<file path="src/rtl/ones_mod_n_detector.sv">
// Serial detector: counts qualifying bits modulo MOD and flags each
// bit that completes a nonzero multiple of MOD.
//
// Ports:
//   clk, rst   rising-edge clock, async active-high reset
//   in_valid   qualifies in_bit
//   in_bit     serial data bit
//   sel_zero   0: count ones, 1: count zeros
//   clr        sync clear of all state (wins over in_valid)
//   hit        completing-bit pulse (comb, or +1 cycle if REG_OUT)
//   residue    running count mod MOD
//   seen_any   a qualifying bit was counted since reset/clr
//   hit_count  saturating number of hits since reset/clr
//   hit_sat    hit_count is all-ones
module ones_mod_n_detector #(
  parameter int MOD     = 3,
  parameter int CNT_W   = 8,
  parameter int REG_OUT = 0,
  localparam int RW     = (MOD > 1) ? $clog2(MOD) : 1
) (
  input  logic             clk,
  input  logic             rst,
  input  logic             in_valid,
  input  logic             in_bit,
  input  logic             sel_zero,
  input  logic             clr,
  output logic             hit,
  output logic [RW-1:0]    residue,
  output logic             seen_any,
  output logic [CNT_W-1:0] hit_count,
  output logic             hit_sat
);

  logic [RW-1:0]    res_q;
  logic [RW-1:0]    res_d;
  logic             seen_q;
  logic             seen_d;
  logic [CNT_W-1:0] cnt_q;
  logic [CNT_W-1:0] cnt_d;
  logic             q;
  logic             at_top;
  logic             h;

  always_ff @(posedge clk or posedge rst) begin
    if (rst) begin
      res_q  <= '0;
      seen_q <= 1'b0;
      cnt_q  <= '0;
    end else begin
      res_q  <= res_d;
      seen_q <= seen_d;
      cnt_q  <= cnt_d;
    end
  end

  always_comb begin
    q      = in_valid & (in_bit ^ sel_zero);
    at_top = (res_q == RW'(MOD - 1));
    h      = q & at_top & ~clr;
    res_d  = res_q;
    seen_d = seen_q;
    cnt_d  = cnt_q;
    if (clr) begin
      res_d  = '0;
      seen_d = 1'b0;
      cnt_d  = '0;
    end else begin
      if (q) begin
        res_d  = at_top ? '0 : res_q + RW'(1);
        seen_d = 1'b1;
      end
      // Saturate instead of wrapping to zero
      if (h && !(&cnt_q)) begin
        cnt_d = cnt_q + CNT_W'(1);
      end
    end
  end

  generate
    if (REG_OUT != 0) begin : g_reg
      logic hit_r;
      // h already excludes clr, so a clear also drops this flop
      always_ff @(posedge clk or posedge rst) begin
        if (rst) hit_r <= 1'b0;
        else     hit_r <= h;
      end
      assign hit = hit_r;
    end else begin : g_comb
      assign hit = h;
    end
  endgenerate

  assign residue   = res_q;
  assign seen_any  = seen_q;
  assign hit_count = cnt_q;
  assign hit_sat   = &cnt_q;

endmodule

</file>
<file path="config.mk">
export PLATFORM = sky130hd
export DESIGN_NAME = ones_mod_n_detector
export DESIGN_NICKNAME = d
export VERILOG_FILES = /design/src/rtl/ones_mod_n_detector.sv
export SDC_FILE = /design/constraint.sdc
export NUM_CORES = 1
export LEC_CHECK = 0
export BUFFER_PORTS_ARGS = -buffer_cell sky130_fd_sc_hd__buf_2
export CORE_AREA = 2 2 39 41
export CTS_BUF_LIST = sky130_fd_sc_hd__clkbuf_8
export CTS_CLUSTER_DIAMETER = 120
export DETAILED_ROUTE_END_ITERATION = 10
export DIE_AREA = 0 0 41 43
export PLACE_DENSITY = 0.72
export SYNTH_ARGS = -nofsm -noshare
export SYNTH_HDL_FRONTEND = slang
export SYNTH_SLANG_ARGS = --single-unit
</file>
<file path="constraint.sdc">
create_clock -name clk -period 2.1 [get_ports clk]
set_input_delay 0.105 -clock clk [delete_from_list [all_inputs] [get_ports clk]]
set_output_delay 0.105 -clock clk [all_outputs]
set_load 0.005 [all_outputs]
</file>
Word-level counts from Yosys, hierarchy flattened
Cells that the tools add are included.
- register bits: 11
- ROM bits: 0
- logic and storage cells: 23
- bits in writable memories: 0
- memories kept: 0
- latch bits: 0
- div/mod/pow operators: 0
- mux-type cells: 7
- order comparisons: 0
- add/sub/neg operators: 2
- equality and inequality tests: 1
- $mul: 0
- shift operators: 0
- bitwise gates (word level): 5
- reduce and logical (&&, ||, !) cells: 5
- operator list (operator ; count):
    2-to-1 mux 8 bit ; 2
    adder 8 x 1 -> 8 bit, second input constant ; 1
    AND reduction 8 bit ; 1
    2-to-1 mux 2 bit ; 3
    nonzero test 2 bit ; 2
    bitwise AND 1 bit ; 3
    adder 2 x 1 -> 2 bit, second input constant ; 1
    equality test 2 bit, second input constant ; 1
    2-to-1 mux 1 bit ; 2
    logical AND 1 bit ; 1
    zero test 1 bit ; 1
    inverter 1 bit ; 1
    XOR 1 bit ; 1

Logic depth before layout (Yosys ltp)
Gate-level depths: netlist of the first run.
- depth in word-level cells: 7
- gate-level depth with buffers: 5
- mapped depth without buffers: 5

Worst setup path before layout of the first run
OpenSTA, ideal clock, no wires.
- kind: register to register
- from: reg cnt_q[0], in the netlist hit_count[0]
- to: reg cnt_q[5], in the netlist hit_count[5]
- cell stages (with the launch flop): 6
- data arrival time: 1.396 ns
- path buffers: 0
- setup time: 0.125 ns
- data required time: 1.975 ns
- slack: 0.579 ns
- cell sequence: dfrtp_1 ha_1 nand3_1 nor2_1 nor4_1 mux2_2
- word-level cells in the longest chain between the ends: 4
- elaborated cells between the ends (all ways): 7
- those cells by class: add/sub: 1; mux: 2; reduce/logical: 4
- ends and longest elaborated chain (item ; RTL line ; source):
    from (decl) ; 38 ; logic [CNT_W-1:0] cnt_q;
    from (signal assigned) ; 52 ; cnt_q <= cnt_d;
    AND reduction 8 bit ; n/a ;
    via hit_sat ; 31 ; output logic hit_sat
    zero test 1 bit ; 73 ; if (h && !(&cnt_q)) begin
    logical AND 1 bit ; 73 ;
    nonzero test 2 bit (no line) ; n/a ;
The timed path passes the listed nets, and every way through them passes these cells. The select of a mux whose other input is x is not followed.
A chain may end at the register's enable or synchronous reset.

Worst setup path after layout of the first run
- from: reg res_q[0], in the netlist residue[0]
- to: reg cnt_q[5], in the netlist hit_count[5]
- word-level cells in the longest chain between the ends: 5
- ends and longest elaborated chain (item ; RTL line ; source):
    from (decl) ; 34 ; logic [RW-1:0] res_q;
    from (signal assigned) ; 50 ; res_q <= res_d;
    equality test 2 bit ; 58 ; at_top = (res_q == RW'(MOD - 1));
    bitwise AND 1 bit (2 in series) ; 59 ; h = q & at_top & ~clr;
    logical AND 1 bit ; 73 ;
    nonzero test 2 bit (no line) ; n/a ;
No other way between the ends.

==> impl_metrics.prom, run 1 <==
# TYPE chip_impl_metric gauge
chip_impl_metric{name="final_critical_path_setup_slack",unit="ns"} 0.429
chip_impl_metric{name="synth_area_per_cell",unit="um^2"} 9.65
chip_impl_metric{name="worst-r2r-setup-slack",unit="ns"} 0.43
chip_impl_metric{name="report.power.total",unit="uW"} 457
chip_impl_metric{name="design_area",unit="um^2"} 748
chip_impl_metric{name="top_level_ports",unit=""} 19
chip_impl_metric{name="cp.buffers_inverters",unit=""} 0
chip_impl_metric{name="cts_num_sinks",unit=""} 11
chip_impl_metric{name="cts-resized-gates",unit=""} 0
chip_impl_metric{name="worst_hold_slack",unit="ns"} 0.168
chip_impl_metric{name="detailedRoute.firstIterationViolations",unit=""} 3
chip_impl_info{name="r2r_end",value="hit_count[5]"} 1
chip_impl_info{name="startpoint_type",value="flip-flop"} 1
chip_impl_info{name="result_of_the_run",value="finished, final reports clean"} 1
chip_impl_metric{name="pre_cts_ws",unit="ns"} 0.448
chip_impl_metric{name="max_clock_freq",unit="MHz"} 598
chip_impl_info{name="critical-path-top-delay-family",value="simple AND/OR/NAND/NOR gates"} 1
chip_impl_metric{name="cts.reportedPaths.clkPinSlew",unit="ns"} 0.05
chip_impl_metric{name="maxSlewHeadroom",unit=""} 0.723
chip_impl_metric{name="vdd_drop_max",unit="V"} 0.000480
chip_impl_info{name="path_cells",value="nor2_1, nand4_2, nor4_1, mux2_2"} 1
chip_impl_metric{name="p_switching",unit="uW"} 99.6
chip_impl_metric{name="ys_async_sr_fraction",unit=""} 1.00
chip_impl_metric{name="layout.nets",unit=""} 91
chip_impl_metric{name="worst-path-stages",unit=""} 4
chip_impl_info{name="grt_setup_unrepaired",value="no"} 1
chip_impl_metric{name="synthToLayoutAreaGrowth",unit="%"} 25.1
chip_impl_metric{name="syn-num-nets",unit=""} 69
chip_impl_metric{name="critical-path-max-stage-delay",unit="ns"} 0.41
chip_impl_metric{name="placementRows",unit=""} 14
chip_impl_metric{name="die_w",unit="um"} 41
chip_impl_metric{name="ys_types",unit=""} 25
chip_impl_metric{name="setup-tns-final",unit="ns"} 0
chip_impl_info{name="cts-root-buf",value="sky130_fd_sc_hd__clkbuf_8"} 1
chip_impl_metric{name="internal-power",unit="uW"} 358
chip_impl_metric{name="synth_cells",unit=""} 62
chip_impl_metric{name="cp.required",unit="ns"} 2.21
chip_impl_info{name="rr_startpoint",value="residue[0]"} 1
chip_impl_metric{name="clock-skew-final",unit="ns"} 0.00440
chip_impl_metric{name="gp_routability_congestion",unit=""} 0.739
chip_impl_metric{name="switching_share",unit=""} 0.218
chip_impl_metric{name="port-buffer-count",unit=""} 18
chip_impl_metric{name="drive_above_1_share",unit=""} 0.301
chip_impl_metric{name="global_route_total_overflow",unit=""} 0
chip_impl_info{name="tritoncts",value="built"} 1
chip_impl_metric{name="yosys_register_bits",unit=""} 11
chip_impl_metric{name="fp.dieArea",unit="mm^2"} 0.00176
chip_impl_info{name="dominantRegCellSynth",value="sky130_fd_sc_hd__dfrtp_1"} 1
chip_impl_metric{name="number_of_max_cap_violations",unit=""} 0
chip_impl_metric{name="dpl_cell_area",unit="um^2"} 693
chip_impl_metric{name="final_min_period_over_clock_period",unit=""} 0.796
chip_impl_metric{name="ys_seq_area_frac",unit=""} 0.460
chip_impl_metric{name="fillerInstances",unit=""} 139
chip_impl_info{name="synthTopCellsByArea",value="sky130_fd_sc_hd__dfrtp_1, sky130_fd_sc_hd__nand2_1, sky130_fd_sc_hd__a21oi_1"} 1
chip_impl_metric{name="worst_pin_slew",unit="ns"} 0.415
chip_impl_metric{name="grt_first_pass_wirelength",unit="um"} 1960
chip_impl_metric{name="deepest_clock_path_buffer_count",unit=""} 2
chip_impl_metric{name="arrival",unit="ns"} 1.78
chip_impl_metric{name="comb_power_share",unit=""} 0.072
chip_impl_metric{name="power.clock.fraction",unit=""} 0.447
chip_impl_metric{name="grt_util_all_layers",unit=""} 0.162
chip_impl_metric{name="utilization",unit=""} 0.541
chip_impl_metric{name="drt-wirelength-per-cell",unit="um"} 12.0
chip_impl_metric{name="detailroute.via_count",unit=""} 507
chip_impl_metric{name="via_per_inst",unit=""} 5.12
chip_impl_metric{name="finalSetupViolCount",unit=""} 0
chip_impl_metric{name="final_cell_count_no_fill",unit=""} 99
chip_impl_metric{name="antenna-diode-count",unit=""} 0
chip_impl_metric{name="synth_enable_flop_cells",unit=""} 0
chip_impl_metric{name="slew_viol_final",unit=""} 0
chip_impl_metric{name="maximum_number_of_pins_on_one_net_before_global_route_repair",unit=""} 14
chip_impl_metric{name="routed_wl",unit="um"} 1190
chip_impl_metric{name="remaining_drc_errors",unit=""} 0
chip_impl_metric{name="drt-pass1-iter-count",unit=""} 4
chip_impl_metric{name="place_inst",unit=""} 94
chip_impl_metric{name="drt.antenna.violating_nets",unit=""} 0
chip_impl_metric{name="pwr_cell_area",unit="mW/mm^2"} 611
chip_impl_metric{name="static-leakage-power",unit="nW"} 0.374
chip_impl_info{name="synthDominantAreaCellType",value="sky130_fd_sc_hd__dfrtp_1"} 1
chip_impl_info{name="critPathKind",value="reg -> reg"} 1
chip_impl_metric{name="fin_crit",unit="ns"} 1.67
chip_impl_metric{name="timing.final.hold_violations",unit=""} 0
chip_impl_metric{name="grt_antenna_before_repair",unit=""} 0
chip_impl_info{name="crit_path_top_delay_cell",value="sky130_fd_sc_hd__dfrtp_1"} 1
chip_impl_metric{name="worstSkewPairLatency",unit="ns"} 0.23
chip_impl_metric{name="synth.cell_area",unit="um^2"} 598
chip_impl_info{name="crit_start",value="residue[0]"} 1
chip_impl_metric{name="dpl.hpwl",unit="um"} 844
chip_impl_info{name="crit_path_end",value="hit_count[5]"} 1
chip_impl_metric{name="synth-warning-count",unit=""} 0
chip_impl_metric{name="floorplan.core_area",unit="mm^2"} 0.00138
chip_impl_info{name="ys_top_cells_by_count",value="sky130_fd_sc_hd__dfrtp_1, sky130_fd_sc_hd__nand2_1, sky130_fd_sc_hd__a21oi_1, sky130_fd_sc_hd__inv_1, sky130_fd_sc_hd__nor2_1"} 1
chip_impl_metric{name="worst_r2r_path_depth",unit=""} 4
chip_impl_metric{name="seq_power_share",unit=""} 0.481
chip_impl_metric{name="first_global_vias",unit=""} 443
chip_impl_info{name="min_path_type",value="in -> reg"} 1
chip_impl_metric{name="cts-htree-levels",unit=""} 1
chip_impl_metric{name="die_h",unit="um"} 43
chip_impl_metric{name="initial_core_util",unit=""} 0.432
chip_impl_info{name="synth_most_common_cell",value="sky130_fd_sc_hd__dfrtp_1"} 1
chip_impl_metric{name="multiInputGateArea",unit="um^2"} 289
chip_impl_metric{name="regArea",unit="um^2"} 275
chip_impl_metric{name="cts_inserted_buffers",unit=""} 3
chip_impl_info{name="cp_capture_type",value="flip-flop"} 1
chip_impl_metric{name="worstPathMaxFanout",unit=""} 13
chip_impl_metric{name="synth_largest_type_area_fraction",unit=""} 0.460
worst reg2reg max path, stage by stage (launching register included):
cell	delay (ns)
sky130_fd_sc_hd__dfrtp_1	0.41
sky130_fd_sc_hd__nor2_1	0.12
sky130_fd_sc_hd__nand4_2	0.27
sky130_fd_sc_hd__nor4_1	0.39
sky130_fd_sc_hd__mux2_2	0.37
worst min-delay path by stage:
| stage | start | endpoint | cells past startpoint |
|---|---|---|---|
| 2_1_floorplan | rst | hit_count[0] | 1 |
| 3_3_place_gp | rst | hit_count[5] | 2 |
| 3_5_place_dp | rst | seen_any | 2 |
| 4_1_cts | clr | hit_count[4] | 2 |
| 5_1_grt | clr | hit_count[4] | 2 |
| 6_report | clr | hit_count[4] | 2 |
registers in the layout, indices dropped and copies added (netlist names):
signal     flops
hit_count      8
residue        2
seen_any       1
routing by layer:
| layer | global-route usage | part of all wire |
|---|---|---|
| met1 | 0.253 | 0.49 |
| met2 | 0.206 | 0.47 |
| met3 | 0.0314 | 0.024 |
| met4 | 0.0800 | 0.016 |
| met5 | 0 | 0 |
layout by cell type (no fill, tap or decap), types with 2 or more instances in the layout:
master and instances:
sky130_fd_sc_hd__a21oi_1 5, sky130_fd_sc_hd__buf_2 18, sky130_fd_sc_hd__clkbuf_8 3, sky130_fd_sc_hd__dfrtp_1 11
sky130_fd_sc_hd__inv_1 6, sky130_fd_sc_hd__mux2_2 2, sky130_fd_sc_hd__nand2_1 7, sky130_fd_sc_hd__nand3_1 2
sky130_fd_sc_hd__nand4_1 2, sky130_fd_sc_hd__nor2_1 5, sky130_fd_sc_hd__nor2b_1 2, sky130_fd_sc_hd__nor4_1 2
sky130_fd_sc_hd__o311ai_0 2, sky130_fd_sc_hd__o31ai_1 2, sky130_fd_sc_hd__or4_1 3
power groups by stage:
stage	sequential, mW	combinational [mW]	clock [mW]
detailed placement	0.223	0.0320	0
global route	0.220	0.0376	0.222
global placement	0.223	0.0318	0
floorplan	0.223	0.0178	0
CTS	0.220	0.0336	0.209
finish	0.220	0.0330	0.204
kinds of logic (layout without fill, tap and decap cells):
| kind of cell | count (synthesis) | count (layout) | share of synthesized area |
|---|---|---|---|
| muxes | 3 | 3 | 0.0544 |
| AOI/OAI and AO/OA | 11 | 11 | 0.123 |
| xor gates and xnor gates | 1 | 1 | 0.0272 |
| buffers and inverters | 7 | 28 | 0.0565 |
| and+or+nand+nor | 28 | 28 | 0.257 |
| adders and majority gates | 1 | 1 | 0.0209 |
| DFF | 11 | 11 | 0.460 |
area by class of cell:
| type | instances | share of cell area |
|---|---|---|
| Clock inverter | 1 | 0.00502 |
| Tap cell | 16 | 0.0268 |
| Multi-Input combinational cell | 44 | 0.386 |
| Inverter | 5 | 0.0251 |
| Clock buffer | 3 | 0.0552 |
| Timing Repair Buffer | 19 | 0.134 |
| Sequential cell | 11 | 0.368 |
timing repair:
action	CTS	global route
buffers inserted	0	0
endpoints found under the hold margin	11	0
hold buffers	1	0
Note: power is estimated with default switching activity, not from simulation.
==> inputs of run 2 (changes only) <==
==> constraint.sdc (replaced) <==
create_clock -name clk -period 1.75 [get_ports clk]
set_input_delay 0.0875 -clock clk [delete_from_list [all_inputs] [get_ports clk]]
set_output_delay 0.0875 -clock clk [all_outputs]
set_load 0.005 [all_outputs]
==> run 2 against run 1 <==
Compared with the run above: sequential power increased by 20%; hold slack got worse by 0.0011 ns; sequential share of layout area decreased by 1.1 points; clock-buffer cell count unchanged; wire length decreased by 1.5%; clock skew decreased by 0.0022 ns; critical endpoint unchanged.
==> impl_metrics.prom, run 2 (synthesized netlist as in run 1, its figures left out) <==
# TYPE chip_impl_metric gauge
chip_impl_info{name="result_of_the_run",value="finished, final reports clean"} 1
chip_impl_metric{name="grt_util_all_layers",unit=""} 0.166
chip_impl_metric{name="deepest_clock_path_buffer_count",unit=""} 2
chip_impl_metric{name="drt.antenna.violating_nets",unit=""} 0
chip_impl_metric{name="cts_inserted_buffers",unit=""} 3
chip_impl_info{name="grt_setup_unrepaired",value="no"} 1
chip_impl_metric{name="report.power.total",unit="uW"} 550
chip_impl_metric{name="max_clock_freq",unit="MHz"} 625
chip_impl_metric{name="number_of_max_cap_violations",unit=""} 0
chip_impl_metric{name="timing.final.hold_violations",unit=""} 0
chip_impl_metric{name="worst_hold_slack",unit="ns"} 0.167
chip_impl_metric{name="place_inst",unit=""} 97
chip_impl_metric{name="grt_antenna_before_repair",unit=""} 0
chip_impl_metric{name="layout.nets",unit=""} 94
chip_impl_info{name="critPathKind",value="reg -> reg"} 1
chip_impl_metric{name="pwr_cell_area",unit="mW/mm^2"} 714
chip_impl_metric{name="fin_crit",unit="ns"} 1.60
chip_impl_metric{name="first_global_vias",unit=""} 477
chip_impl_metric{name="drt-wirelength-per-cell",unit="um"} 11.5
chip_impl_metric{name="maximum_number_of_pins_on_one_net_before_global_route_repair",unit=""} 12
chip_impl_metric{name="cts_num_sinks",unit=""} 11
chip_impl_metric{name="worst_pin_slew",unit="ns"} 0.408
chip_impl_metric{name="final_cell_count_no_fill",unit=""} 102
chip_impl_metric{name="number_of_flip_flops_in_the_largest_register",unit=""} 8
chip_impl_metric{name="maxSlewHeadroom",unit=""} 0.727
chip_impl_metric{name="die_w",unit="um"} 41
chip_impl_metric{name="synthToLayoutAreaGrowth",unit="%"} 28.9
chip_impl_info{name="startpoint_type",value="flip-flop"} 1
chip_impl_metric{name="antenna-diode-count",unit=""} 0
chip_impl_metric{name="fp.dieArea",unit="mm^2"} 0.00176
chip_impl_metric{name="detailedRoute.firstIterationViolations",unit=""} 9
chip_impl_metric{name="gp_routability_congestion",unit=""} 0.742
chip_impl_metric{name="global_route_total_overflow",unit=""} 0
chip_impl_metric{name="floorplan.core_area",unit="mm^2"} 0.00138
chip_impl_metric{name="top_level_ports",unit=""} 19
chip_impl_info{name="tritoncts",value="built"} 1
chip_impl_info{name="mostFrequentLayoutCells",value="sky130_fd_sc_hd__buf_2, sky130_fd_sc_hd__dfrtp_1, sky130_fd_sc_hd__nand2_1"} 1
chip_impl_metric{name="arrival",unit="ns"} 1.72
chip_impl_metric{name="cts_setup_buffers",unit=""} 0
chip_impl_metric{name="initial_core_util",unit=""} 0.432
chip_impl_metric{name="static-leakage-power",unit="nW"} 0.388
chip_impl_metric{name="cp.required",unit="ns"} 1.87
chip_impl_metric{name="setup-tns-final",unit="ns"} 0
chip_impl_metric{name="grt_first_pass_wirelength",unit="um"} 2010
chip_impl_metric{name="worstPathMaxFanout",unit=""} 8
chip_impl_info{name="cts-root-buf",value="sky130_fd_sc_hd__clkbuf_8"} 1
chip_impl_metric{name="slew_viol_final",unit=""} 0
chip_impl_metric{name="cts-resized-gates",unit=""} 0
chip_impl_metric{name="die_h",unit="um"} 43
chip_impl_metric{name="remaining_drc_errors",unit=""} 0
chip_impl_metric{name="detailroute.via_count",unit=""} 546
chip_impl_metric{name="cts.reportedPaths.clkPinSlew",unit="ns"} 0.05
chip_impl_metric{name="via_per_inst",unit=""} 5.35
chip_impl_metric{name="worstSkewPairLatency",unit="ns"} 0.23
chip_impl_info{name="cp_capture_type",value="flip-flop"} 1
chip_impl_metric{name="routed_wl",unit="um"} 1170
chip_impl_metric{name="cts-htree-levels",unit=""} 1
chip_impl_metric{name="clock-skew-final",unit="ns"} 0.00220
chip_impl_metric{name="drt-pass1-iter-count",unit=""} 4
chip_impl_metric{name="finalSetupViolCount",unit=""} 0
chip_impl_metric{name="drive_above_1_share",unit=""} 0.326
chip_impl_metric{name="vdd_drop_max",unit="V"} 0.000446
chip_impl_info{name="mostFrequentLayoutCell",value="sky130_fd_sc_hd__buf_2"} 1
chip_impl_metric{name="port-buffer-count",unit=""} 18
chip_impl_info{name="min_path_type",value="in -> reg"} 1
chip_impl_metric{name="final_min_period_over_clock_period",unit=""} 0.914
chip_impl_metric{name="placementRows",unit=""} 14
chip_impl_metric{name="dpl.hpwl",unit="um"} 853
[run 2: changes by cell type in the layout (fill, tap and decap cells not counted), sizes merged]
| cell | previous run | this run |
|---|---|---|
| buf | 18 | 21 |
[run 2: what timing repair did]
item                                   4_1_cts  5_1_grt
hold buffers                                 1        0
endpoints found under the hold margin       11        0
setup endpoints to repair                    0        0
[run 2: final timing paths]
path | from | endpoint | slack (ns) | depth (start not counted)
max in group asynchronous | rst | hit_count[3] | 1.09 | 3
min | in_valid | seen_any | 0.17 | 3
min in group asynchronous | rst | seen_any | 0.38 | 3
max | hit_count[0] | hit_count[5] | 0.15 | 5
max reg2reg | hit_count[0] | hit_count[5] | 0.15 | 5
min reg2reg | seen_any | seen_any | 0.51 | 2
[run 2: final cells by class]
class / instances / area [um^2]
Tap cell: 16 / 20.0
Clock buffer: 3 / 41.3
Multi-Input combinational cell: 44 / 289
Fill cell: 136 / 613
Clock inverter: 1 / 3.75
Timing Repair Buffer: 22 / 123
Sequential cell: 11 / 275
Inverter: 5 / 18.8
[run 2: routing by layer]
metal | track usage | routed length [um] | vias to the layer above
met4 | 0.0800 | 0 | 0
met2 | 0.228 | 604 | 11
met3 | 0.0471 | 30 | 0
li1 | - | - | 273
met5 | 0 | 0 | -
met1 | 0.233 | 534 | 262
[run 2: report_power, final]
group / internal [mW] / total (mW) / switching (mW)
Sequential: 0.260 / 0.264 / 0.00437
Clock: 0.154 / 0.245 / 0.0912
Combinational: 0.0175 / 0.0415 / 0.0240
[run 2: metrics by stage]
| step | setup slack (ns) | cell area, um^2 | utilization |
|---|---|---|---|
| after global placement | 0.185 | 716 | 0.517 |
| after detailed placement | 0.180 | 716 | 0.517 |
| after global routing | 0.0199 | 771 | 0.557 |
| final | 0.151 | 771 | 0.557 |
| after floorplan | 0.229 | 598 | - |
| after CTS | 0.159 | 771 | 0.557 |
[run 2: critical path, stage by stage (launching register included)]
cell and delay (ns):
sky130_fd_sc_hd__dfrtp_1 0.41, sky130_fd_sc_hd__ha_1 0.24, sky130_fd_sc_hd__nand3_1 0.09, sky130_fd_sc_hd__nor2_1 0.10, sky130_fd_sc_hd__nor4_1 0.28, sky130_fd_sc_hd__mux2_2 0.37
==> inputs of run 3 (changes only) <==
--- a/config.mk
+++ b/config.mk
@@ -12,6 +12,7 @@
 export DETAILED_ROUTE_END_ITERATION = 10
 export DIE_AREA = 0 0 41 43
 export PLACE_DENSITY = 0.72
+export SKIP_CTS_REPAIR_TIMING = 1
 export SYNTH_ARGS = -nofsm -noshare
 export SYNTH_HDL_FRONTEND = slang
 export SYNTH_SLANG_ARGS = --single-unit
==> constraint.sdc (replaced) <==
create_clock -name clk -period 1.75 [get_ports clk]
set_input_delay 0.35 -clock clk [delete_from_list [all_inputs] [get_ports clk]]
set_output_delay 0.35 -clock clk [all_outputs]
set_load 0.005 [all_outputs]
==> run 3 against run 2 <==
Compared with the run above: clock-buffer cell count did not move; total power fell by 0.48%; cell area increased by 1.6%; cell count up 0.98%; critical path type is now reg -> out; critical path depth fell by 1; clock skew down 0.00088 ns; wire length up 12%; hold slack worse by 0.070 ns; die area stayed put.
==> impl_metrics.prom, run 3 (synthesized netlist as in run 1, its figures left out) <==
# TYPE chip_impl_metric gauge
chip_impl_metric{name="cts_inserted_buffers",unit=""} 3
chip_impl_metric{name="floorplan.core_area",unit="mm^2"} 0.00138
chip_impl_metric{name="routed_wl",unit="um"} 1310
chip_impl_metric{name="clock-skew-final",unit="ns"} 0.00131
chip_impl_metric{name="drt.antenna.violating_nets",unit=""} 0
chip_impl_metric{name="cp.required",unit="ns"} 1.40
chip_impl_metric{name="drive_above_1_share",unit=""} 0.356
chip_impl_metric{name="synthToLayoutAreaGrowth",unit="%"} 31.0
chip_impl_info{name="cts-root-buf",value="sky130_fd_sc_hd__clkbuf_8"} 1
chip_impl_metric{name="finalSetupViolCount",unit=""} 0
chip_impl_info{name="result_of_the_run",value="finished, final reports clean"} 1
chip_impl_metric{name="final_cell_count_no_fill",unit=""} 103
chip_impl_metric{name="number_of_flip_flops_in_the_largest_register",unit=""} 8
chip_impl_metric{name="worst_pin_slew",unit="ns"} 0.413
chip_impl_info{name="min_path_type",value="in -> async"} 1
chip_impl_metric{name="detailroute.via_count",unit=""} 580
chip_impl_metric{name="vdd_drop_max",unit="V"} 0.000577
chip_impl_metric{name="gp_routability_congestion",unit=""} 0.791
chip_impl_metric{name="top_level_ports",unit=""} 19
chip_impl_metric{name="drt-pass1-iter-count",unit=""} 4
chip_impl_metric{name="initial_core_util",unit=""} 0.432
chip_impl_metric{name="worstPathMaxFanout",unit=""} 8
chip_impl_metric{name="cts-htree-levels",unit=""} 1
chip_impl_metric{name="pwr_cell_area",unit="mW/mm^2"} 699
chip_impl_metric{name="global_route_total_overflow",unit=""} 0
chip_impl_metric{name="final_min_period_over_clock_period",unit=""} 0.936
chip_impl_metric{name="arrival",unit="ns"} 1.29
chip_impl_metric{name="fp.dieArea",unit="mm^2"} 0.00176
chip_impl_metric{name="dpl.hpwl",unit="um"} 961
chip_impl_metric{name="number_of_max_cap_violations",unit=""} 0
chip_impl_info{name="tritoncts",value="built"} 1
chip_impl_metric{name="slew_viol_final",unit=""} 0
chip_impl_metric{name="port-buffer-count",unit=""} 18
chip_impl_metric{name="first_global_vias",unit=""} 567
chip_impl_info{name="startpoint_type",value="flip-flop"} 1
chip_impl_metric{name="layout.nets",unit=""} 95
chip_impl_metric{name="dpl_cell_area",unit="um^2"} 723
chip_impl_metric{name="static-leakage-power",unit="nW"} 0.392
chip_impl_metric{name="die_h",unit="um"} 43
chip_impl_metric{name="design_area",unit="um^2"} 783
chip_impl_metric{name="placementRows",unit=""} 14
chip_impl_metric{name="fillerInstances",unit=""} 128
chip_impl_metric{name="remaining_drc_errors",unit=""} 0
chip_impl_metric{name="antenna-diode-count",unit=""} 0
chip_impl_metric{name="place_inst",unit=""} 98
chip_impl_metric{name="via_per_inst",unit=""} 5.63
chip_impl_metric{name="worst_hold_slack",unit="ns"} 0.0973
chip_impl_metric{name="worstSkewPairLatency",unit="ns"} 0.23
chip_impl_metric{name="report.power.total",unit="uW"} 548
chip_impl_metric{name="drt-wirelength-per-cell",unit="um"} 12.7
chip_impl_metric{name="cts.reportedPaths.clkPinSlew",unit="ns"} 0.05
chip_impl_metric{name="fin_crit",unit="ns"} 1.64
chip_impl_metric{name="grt_antenna_before_repair",unit=""} 0
chip_impl_metric{name="regArea",unit="um^2"} 275
chip_impl_metric{name="grt_util_all_layers",unit=""} 0.197
chip_impl_metric{name="max_clock_freq",unit="MHz"} 611
chip_impl_metric{name="multiInputGateArea",unit="um^2"} 297
chip_impl_metric{name="cts_num_sinks",unit=""} 11
chip_impl_info{name="mostFrequentLayoutCell",value="sky130_fd_sc_hd__buf_2"} 1
chip_impl_metric{name="die_w",unit="um"} 41
chip_impl_metric{name="timing.final.hold_violations",unit=""} 0
chip_impl_metric{name="deepest_clock_path_buffer_count",unit=""} 2
chip_impl_metric{name="detailedRoute.firstIterationViolations",unit=""} 20
chip_impl_info{name="cp_capture_type",value="output port"} 1
chip_impl_info{name="mostFrequentLayoutCells",value="sky130_fd_sc_hd__buf_2, sky130_fd_sc_hd__dfrtp_1, sky130_fd_sc_hd__nand2_1"} 1
chip_impl_metric{name="grt_first_pass_wirelength",unit="um"} 2370
chip_impl_metric{name="maxSlewHeadroom",unit=""} 0.724
chip_impl_metric{name="maximum_number_of_pins_on_one_net_before_global_route_repair",unit=""} 12
chip_impl_info{name="critPathKind",value="reg -> out"} 1
## run 3: cell count changes in the layout (fill, tap and decap cells not counted), sizes merged
cell         delta
dlygate4sd3     -1
buf             +2
## run 3: critical path, stage by stage (launching register included)
cell                      delay (ns)
sky130_fd_sc_hd__dfrtp_1        0.40
sky130_fd_sc_hd__ha_1           0.20
sky130_fd_sc_hd__nand3_1        0.13
sky130_fd_sc_hd__nor2_4         0.18
sky130_fd_sc_hd__buf_2          0.14
## run 3: worst paths after layout
| check | depth (start not counted) | from | slack (ns) | endpoint |
|---|---|---|---|---|
| setup / recovery | 4 | hit_count[0] | 0.11 | hit_sat |
| hold / removal | 2 | rst | 0.1 | hit_count[5] |
| setup reg to reg | 5 | residue[0] | 0.12 | hit_count[4] |
| hold reg to reg | 2 | seen_any | 0.50 | seen_any |
| max in group asynchronous | 2 | rst | 1.36 | residue[0] |
| min in group clk | 3 | in_valid | 0.43 | seen_any |
## run 3: metal layers
metal  GRT usage  share of wire
met1       0.253           0.41
met5           0              0
met3      0.0838          0.056
met4       0.120          0.034
met2       0.263           0.49
## run 3: metrics by stage
step                      utilization  setup slack, ns  TNS [ns]
after detailed placement        0.523           0.0151         0
after global placement          0.523           0.0699         0
after global routing            0.566          -0.0225   -0.0225
after floorplan                     -            0.229         0
final                           0.566            0.112         0
after CTS                       0.555          -0.0297   -0.0297
## run 3: report_power, final
part           total (mW)  internal (mW)  switching (mW)
Combinational      0.0401         0.0163          0.0238
Clock               0.244          0.154          0.0903
Sequential          0.264          0.260         0.00420
## run 3: layout make-up
class,instances,area share
clock buffers,3,0.0527
clock inverters,1,0.00479
inverters,5,0.0240
multi-input cells,44,0.379
flip-flops and latches,11,0.351
well taps,16,0.0256
repair buffers,23,0.163
